### src/rtl/note_guide_pkg.sv
// ============================================================================
// Module      : note_guide_pkg
// Description : Shared constants for the learning-mode note guide.
// Revision    : 1.0 - initial release
// ============================================================================
`default_nettype none

package note_guide_pkg;

    localparam logic [2:0] MODELEARN = 3'b111;

    localparam logic [1:0] PITCHL = 2'b01;
    localparam logic [1:0] PITCHM = 2'b00;
    localparam logic [1:0] PITCHH = 2'b10;

    localparam logic [4:0] NOTEMAX = 5'd21;

    localparam logic [2:0] S_IDLE    = 3'd0;
    localparam logic [2:0] S_FETCH   = 3'd1;
    localparam logic [2:0] S_SHOW    = 3'd2;
    localparam logic [2:0] S_RELEASE = 3'd3;
    localparam logic [2:0] S_DONE    = 3'd4;

    typedef struct packed {
        logic [1:0] pitch;
        logic [6:0] key;
    } pattern_t;

endpackage

`default_nettype wire

### src/rtl/note_guide_debounce.sv
// ============================================================================
// Module      : key_debounce
// Description : Debounces a switch vector; strobes once per new stable value.
// Revision    : 1.0 - initial release
// ============================================================================
`default_nettype none

module key_debounce #(
    parameter int DEBOUNCE_CYC = 2_000_000,
    parameter int W            = 9
) (
    input  logic         clk,
    input  logic         rst,
    input  logic         clr,
    input  logic [W-1:0] din,
    output logic [W-1:0] stable,
    output logic         strobe
);

    localparam int               c_CW   = $clog2(DEBOUNCE_CYC + 1);
    localparam logic [c_CW-1:0]  c_ONE  = c_CW'(1);
    localparam logic [c_CW-1:0]  c_LAST = c_CW'(DEBOUNCE_CYC - 1);

    logic [W-1:0]    r_samp;
    logic [W-1:0]    r_stable;
    logic [c_CW-1:0] r_cnt;
    logic            r_strobe;

    // r_cnt holds how many consecutive samples r_samp has been seen; it
    // saturates past the threshold so a held input strobes only once.
    always_ff @(posedge clk) begin
        if (rst || clr) begin
            r_samp   <= '0;
            r_stable <= '0;
            r_cnt    <= '0;
            r_strobe <= 1'b0;
        end else begin
            r_strobe <= 1'b0;
            if (din != r_samp) begin
                r_samp <= din;
                r_cnt  <= c_ONE;
            end else if (r_cnt == c_LAST) begin
                r_cnt <= r_cnt + c_ONE;
                if (r_samp != r_stable) begin
                    r_stable <= r_samp;
                    r_strobe <= 1'b1;
                end
            end else if (r_cnt < c_LAST) begin
                r_cnt <= r_cnt + c_ONE;
            end
        end
    end

    assign stable = r_stable;
    assign strobe = r_strobe;

endmodule

`default_nettype wire

### src/rtl/note_guide.sv
// ============================================================================
// Module      : note_guide
// Description : Learning mode: shows each song note on the LEDs, scores presses.
// Revision    : 1.0 - initial release
// ============================================================================
`default_nettype none

module note_guide
    import note_guide_pkg::*;
#(
    parameter int DEBOUNCE_CYC = 2_000_000,
    parameter int TIMEOUT_CYC  = 300_000_000
) (
    input  logic       clk,
    input  logic       rst,
    input  logic [2:0] mode,
    input  logic [6:0] key,
    input  logic [1:0] pitch,
    input  logic       note_valid,
    input  logic [4:0] note,
    input  logic       note_last,
    output logic       note_ready,
    output logic [6:0] led,
    output logic [1:0] pitch_led,
    output logic       hit,
    output logic       miss,
    output logic [7:0] score,
    output logic       done
);

    localparam int              c_TW    = $clog2(TIMEOUT_CYC + 1);
    localparam logic [c_TW-1:0] c_TLAST = c_TW'(TIMEOUT_CYC - 1);

    function automatic pattern_t decode(input logic [4:0] n);
        pattern_t   p;
        logic [4:0] idx;
        if (n <= 5'd7) begin
            p.pitch = PITCHL;
            idx     = n - 5'd1;
        end else if (n <= 5'd14) begin
            p.pitch = PITCHM;
            idx     = n - 5'd8;
        end else begin
            p.pitch = PITCHH;
            idx     = n - 5'd15;
        end
        p.key = 7'b1 << idx[2:0];
        return p;
    endfunction

    logic            w_active;
    logic            w_strobe;
    pattern_t        w_stable;
    logic [2:0]      r_state;
    pattern_t        r_exp;
    logic            r_last;
    logic            r_adv;
    logic [c_TW-1:0] r_tcnt;
    logic [6:0]      r_led;
    logic [1:0]      r_pled;
    logic            r_hit;
    logic            r_miss;
    logic [7:0]      r_score;
    logic            r_done;

    assign w_active = (mode == MODELEARN);

    key_debounce #(
        .DEBOUNCE_CYC (DEBOUNCE_CYC),
        .W            (9)
    ) u_debounce (
        .clk    (clk),
        .rst    (rst),
        .clr    (!w_active),
        .din    ({pitch, key}),
        .stable (w_stable),
        .strobe (w_strobe)
    );

    always_ff @(posedge clk) begin
        if (rst || !w_active) begin
            r_state <= S_IDLE;
            r_exp   <= '0;
            r_last  <= 1'b0;
            r_adv   <= 1'b0;
            r_tcnt  <= '0;
            r_led   <= '0;
            r_pled  <= '0;
            r_hit   <= 1'b0;
            r_miss  <= 1'b0;
            r_score <= '0;
            r_done  <= 1'b0;
        end else begin
            r_hit  <= 1'b0;
            r_miss <= 1'b0;
            case (r_state)
                S_IDLE: r_state <= S_FETCH;
                S_FETCH: begin
                    if (note_valid) begin
                        r_last <= note_last;
                        // Rests and out-of-range numbers are consumed without a prompt.
                        if (note == 5'd0 || note > NOTEMAX) begin
                            if (note_last) begin
                                r_state <= S_DONE;
                                r_done  <= 1'b1;
                            end
                        end else begin
                            r_exp   <= decode(note);
                            r_led   <= decode(note).key;
                            r_pled  <= decode(note).pitch;
                            r_tcnt  <= '0;
                            r_state <= S_SHOW;
                        end
                    end
                end
                S_SHOW: begin
                    if (w_strobe && w_stable.key != 7'd0) begin
                        if (w_stable == r_exp) begin
                            r_hit <= 1'b1;
                            if (r_score != 8'hFF) r_score <= r_score + 8'd1;
                            r_adv <= 1'b1;
                        end else begin
                            r_miss <= 1'b1;
                            r_adv  <= 1'b0;
                        end
                        r_led   <= '0;
                        r_pled  <= '0;
                        r_state <= S_RELEASE;
                    end else if (r_tcnt == c_TLAST) begin
                        r_miss  <= 1'b1;
                        r_adv   <= 1'b1;
                        r_led   <= '0;
                        r_pled  <= '0;
                        r_state <= S_RELEASE;
                    end else begin
                        r_tcnt <= r_tcnt + 1'b1;
                    end
                end
                S_RELEASE: begin
                    if (w_stable.key == 7'd0) begin
                        if (r_adv && r_last) begin
                            r_state <= S_DONE;
                            r_done  <= 1'b1;
                        end else if (r_adv) begin
                            r_state <= S_FETCH;
                        end else begin
                            r_tcnt  <= '0;
                            r_led   <= r_exp.key;
                            r_pled  <= r_exp.pitch;
                            r_state <= S_SHOW;
                        end
                    end
                end
                S_DONE:  r_done  <= 1'b1;
                default: r_state <= S_IDLE;
            endcase
        end
    end

    assign note_ready = (r_state == S_FETCH);
    assign led        = r_led;
    assign pitch_led  = r_pled;
    assign hit        = r_hit;
    assign miss       = r_miss;
    assign score      = r_score;
    assign done       = r_done;

endmodule

`default_nettype wire
### config.mk
export PLATFORM = sky130hd
export DESIGN_NAME = note_guide
export DESIGN_NICKNAME = d
export VERILOG_FILES = /design/src/rtl/note_guide_pkg.sv /design/src/rtl/note_guide_debounce.sv /design/src/rtl/note_guide.sv
export SDC_FILE = /design/constraint.sdc
export NUM_CORES = 1
export LEC_CHECK = 0
export CAP_MARGIN = 5
export CORE_ASPECT_RATIO = 0.7
export CORE_UTILIZATION = 52
export CTS_BUF_LIST = sky130_fd_sc_hd__clkbuf_4
export CTS_CLUSTER_DIAMETER = 30
export DETAILED_ROUTE_END_ITERATION = 10
export PLACE_DENSITY = 0.72
export SYNTH_ARGS = -nofsm -noshare
export SYNTH_HDL_FRONTEND = slang
export SYNTH_SLANG_ARGS = --single-unit
### constraint.sdc
create_clock -name clk -period 4.7 [get_ports clk]
set_input_delay 1.41 -clock clk [delete_from_list [all_inputs] [get_ports clk]]
set_output_delay 1.41 -clock clk [all_outputs]
set_load 0.05 [all_outputs]
After elaboration in Yosys (flattened, before gate mapping)
Cells that the tools add are included.
- shifts and indexed selects: 1
- equality and inequality tests: 23
- reductions and logical operators: 27
- mux-type cells: 57
- magnitude comparators: 4
- bitwise logic cells: 6
- add/sub/neg operators: 6
- operator list (operator ; number):
    $mux 29 ; 7
    $pmux 29 s3 ; 1
    $mux 7 ; 7
    $mux 21 ; 2
    $mux 3 ; 13
    $add 29x1->29 const B ; 1
    $eq 29x29->1 const B ; 1
    $add 21x1->21 const B ; 1
    $eq 21x21->1 const B ; 1
    $lt 21x21->1 const B ; 1
    $pmux 7 s3 ; 1
    $mux 2 ; 10
    $ne 2x2->1 const B ; 9
    $ne 9x9->1 ; 2
    $pmux 3 s5 ; 1
    $mux 1 ; 13
    $eq 9x9->1 ; 1
    $reduce_bool 3->1 ; 3
    $add 8x1->8 const B ; 1
    $ne 8x8->1 const B ; 1
    $reduce_and 8->1 ; 1
    $logic_not 7->1 ; 1
    $reduce_and 7->1 ; 1
    $reduce_bool 7->1 ; 1
    other kinds (27) ; 43
- register bits after elaboration: 103
- input port bits: 21
- logic and storage cells: 141

Longest topological paths before layout
- depth after elaboration: 11
- mapped depth: 11
- depth with buffers taken out: 8

Cells and area by module
A second synthesis with hierarchy kept.
- cell total of the unflattened synthesis: 629
- area total of the unflattened synthesis: 5315.1 sq um
- modules (own cells, without submodules) (module ; cells an instance ; times used ; area each (sq um) ; seq. area each (sq um)):
    note_guide ; 418 ; 1 ; 3468.3 ; 1261.2
    key_debounce ; 211 ; 1 ; 1846.8 ; 800.8

Least setup slack after synthesis
No wires, ideal clock.
- path kind: input to register
- from: input note[0]
- to: register r_led[2], in the netlist led[2]
- library setup time: 0.070 ns
- cell stages on the path: 8
- data arrival time: 3.380 ns
- buffers on the path: 1
- path slack: 1.250 ns
- path through: clkbuf_1 inv_1 ha_1 and3_1 a2111oi_4 a21boi_0 a32oi_1 a21oi_1
- word-level cells in the longest chain between the ends: 11
- elaborated cells between the ends (all ways): 20
- RTL lines (element ; RTL line ; text):
    start, declared ; note_guide.sv:20 ; input logic [4:0] note,
    $le 5x4->1, or another cell as far along ; note_guide.sv:40 ; end else if (n <= 5'd14) begin
    $mux 3 (5 in series) ; -- ;
    $mux 3 ; note_guide.sv:81 ; if (rst || !w_active) begin
    $shl 1x3->7 ; -- ;
    $mux 7 ; note_guide.sv:102 ; if (note == 5'd0 || note > NOTEMAX) begin
    $mux 7 ; note_guide.sv:99 ; if (note_valid) begin
    $pmux 7 s3 ; note_guide.sv:96 ; case (r_state)
    end signal, assigned ; note_guide.sv:109 ; r_led <= decode(note).key;
    end signal, assigned ; note_guide.sv:148 ; r_led <= r_exp.key;
    end, declared ; note_guide.sv:59 ; logic [6:0] r_led;
Parallel ways exist; a longest one is shown, timed or not. The select of a mux whose other input is x is not followed.
A chain may end at the register's enable or synchronous reset.

Worst setup path in the final report
- from: input note[0]
- to: register r_led[3], in the netlist led[3]
Same word-level chain as after synthesis.

==> flow_summary.yaml <==
sta:
  maxSlewViolCount: 0
  rsz0062_at_grt: "no"
  timing.final.ws_setup_ns: 0.947
  period_needed_ns: 3.75
  fin_crit_sh_pct: 79.8
  timing.fmax_mhz: 266
  tightest_slew_ns: 0.908
  setup-tns-final_ns: 0
  relSlewSlack_pct: 39.4
  clock_skew_ns: 0.0208
  hold_viol: 0
  setup_violations: 0
layout:
  multiInputGateArea_um2: 3130
  nNetsFinal: 692
  layout-drive-gt1-share_pct: 6.16
  finalInstanceArea_um2: 5990
  regArea_um2: 2060
  area_delta_synth_final_pct: 11.4
  fillerInstances: 865
  antenna_cells: 0
pwr:
  peakVddDrop_mv: 0.119
  power.density_nw_per_um2: 230
  p_total_mw: 1.38
  p_leak_nw: 1.94
clock_network:
  clk_pin_slew_ns: 0.16
  numCtsBuffers: 9
  cts_buffer_depth: 2
  cts_root_buf: "clkbuf_4"
  clkLatencyLatePin_ns: 0.47
  htree_levels: 3
  clock-sinks: 103
  cts_hold_buf: 0
  cts_resized: 0
  cts_setup_buffers: 0
  cts_tree: "done"
run_status:
  status: "complete, no violations"
placement:
  pre_cts_slack_ns: 0.528
  placed_area_um2: 5880
  hpwl_um: 9050
  port_buffers: 41
  gp_congestion: 0.832
die:
  die_h_um: 87.1
  dieArea_um2: 10800
  std_cell_rows: 30
  core-area_um2: 9870
  io_pins: 42
  initial_utilization_pct: 54.4
  die_x_um: 124
routing:
  drt_iter0_markers: 323
  top_layer: "met4"
  met3_length_um: 783
  vias: 4755
  wl_um: 12800
  wl_met1_um: 6200
  avgRoutedWirePerCell_um: 16.1
  dr_wl_met2_um: 5630
  vias_per_cell: 5.99
  drc: 0
  firstDrtPassIters: 5
  antenna_left: 0
global_route:
  grt_max_degree: 41
  grt_pass1_vias: 4320
  antenna_found_initial: 0
  grt_pass1_wl_um: 20900
  track_usage_pct: 24.7
  overflow: 0
yosys:
  ys_ff_latch: 103
  synth_edf_count: 0
  synth_nets: 657
  synth_area_per_cell_um2: 8.56
  ys_types: 63
  synthCells: 628
  mappedNetlistArea_um2: 5380
  ys.warnings.count: 0
  seq_area_frac_synth_pct: 38.4
  synth-main-ff-cell: "dfxtp_1"
  synth-async-reset-ratio_pct: 0
setup_path:
  cp_max_fo: 9
  required_ns: 5.10
  startpoint_type: "input port"
  worstSetupPathType: "input port to flop"
  r2r_end: "r_tcnt[24]"
  cp.arrival_ns: 4.15
  critPathCaptureType: "flop"
  worstRegToRegCells: 5
  r2r_start: "r_state[1]"
  regToRegSetupSlack_ns: 1.82
worst_hold_path:
  min_path_cells: 2
  holdPathEnd: "done"
  hold_class: "flop to flop"
  min_from: "done"
flow_run:
  drv_cap: 0
==> state kept, by name, indices dropped and copies added, names as in the netlist <==
signal / flops
u_debounce.r_samp: 9
r_tcnt: 29
r_adv: 1
led: 7
r_state: 3
pitch_led: 2
r_exp: 9
r_last: 1
u_debounce.stable: 9
u_debounce.r_cnt: 21
u_debounce.strobe: 1
hit: 1
done: 1
miss: 1
score: 8
==> metrics by stage <==
step	hold slack (ns)	cells	util, %
after floorplan	0.440	628	-
after global placement	0.440	780	59.6
after detailed placement	0.441	780	59.6
after CTS	0.462	794	60.7
after global routing	0.480	794	60.7
final	0.455	794	60.7
==> worst max-delay path by stage <==
stage	from	end	slack, ns
floorplan	note[0]	led[2]	1.25
global placement	note[0]	led[3]	0.66
detailed placement	note[0]	led[2]	0.53
CTS	r_state[0]	note_ready	1.03
global route	note[0]	led[3]	0.77
finish	note[0]	led[3]	0.95
==> cell usage in the layout, fill, tap and decap left out, types with 4 or more instances in the layout <==
cell / netlist / final
a211oi_1: 4 / 4
a21oi_1: 47 / 47
a22oi_1: 5 / 5
a31oi_1: 5 / 5
a32oi_1: 5 / 5
and2_1: 15 / 15
and3_1: 11 / 11
and4_1: 5 / 5
buf_4: 0 / 9
clkbuf_4: 0 / 9
clkdlybuf4s50_1: 0 / 41
dfxtp_1: 103 / 103
ha_1: 8 / 8
inv_1: 13 / 13
mux2i_1: 21 / 21
nand2_1: 43 / 43
nand2b_1: 7 / 7
nand3_1: 38 / 38
nand4_1: 11 / 11
nor2_1: 66 / 66
nor3_1: 9 / 9
nor4_1: 9 / 9
nor4b_1: 5 / 5
o211ai_1: 4 / 4
o21ai_0: 17 / 17
o31ai_1: 16 / 16
or3_1: 20 / 20
or4_1: 19 / 19
xnor2_1: 21 / 21
xor2_1: 25 / 25
==> metal layers <==
layer / up-vias / track usage (%)
met5: - / 0
met4: 0 / 8.11
met3: 14 / 5.96
met2: 147 / 37.6
met1: 2215 / 34.3
li1: 2379 / -
==> worst max-delay path: stages <==
cell and delay [ns]:
clkdlybuf4s50_1 0.66, inv_1 0.17, ha_1 0.39, and3_1 0.24, a2111oi_4 0.49, a21boi_0 0.45, a32oi_1 0.16, a21oi_1 0.18
==> power breakdown <==
part / leakage (nW) / switching (mW) / internal (mW) / total [mW]
logic: 1.06 / 0.0503 / 0.0415 / 0.0918
clock network: 0.0538 / 0.301 / 0.104 / 0.405
registers: 0.830 / 0.00270 / 0.876 / 0.878
==> cell type report <==
cell class / count / share of cell area (%)
multi-input combinational: 485 / 52.3
clock buffer: 9 / 1.13
tap: 128 / 2.67
sequential: 103 / 34.4
timing repair buffer: 50 / 7.98
inverter: 14 / 0.878
clock inverter: 5 / 0.627
==> cell usage after synthesis, types with 5 or more instances <==
| cell type | number | area [um2] |
|---|---|---|
| nor4_1 | 9 | 56.3 |
| o31ai_1 | 16 | 120 |
| a31oi_1 | 5 | 31.3 |
| nand2_1 | 43 | 161 |
| or4_1 | 19 | 143 |
| clkbuf_1 | 14 | 52.6 |
| and3_1 | 11 | 68.8 |
| nand3_1 | 38 | 190 |
| ha_1 | 8 | 100 |
| buf_2 | 8 | 40.0 |
| nand4_1 | 11 | 68.8 |
| and4_1 | 5 | 43.8 |
| xor2_1 | 25 | 219 |
| a21oi_1 | 47 | 235 |
| xnor2_1 | 21 | 184 |
| a32oi_1 | 5 | 43.8 |
| nor3_1 | 9 | 45.0 |
| or3_1 | 20 | 125 |
| o21ai_0 | 17 | 85.1 |
| nor4b_1 | 5 | 43.8 |
| inv_1 | 13 | 48.8 |
| mux2i_1 | 21 | 210 |
| and2_1 | 15 | 93.8 |
| a22oi_1 | 5 | 37.5 |
| nor2_1 | 66 | 248 |
| dfxtp_1 | 103 | 2060 |
| nand2b_1 | 7 | 43.8 |
==> cells by family after synthesis <==
family,Yosys count,synth area share [%]
buffers and inverters,40,3.40
AND/OR/NAND/NOR,279,28.1
adder cells (fa/ha/maj),8,1.86
XOR/XNOR,46,7.50
flip-flops,103,38.4
AO/OA/AOI/OAI,130,16.6
multiplexers,22,4.12
Power figures use the tool's default switching activity.
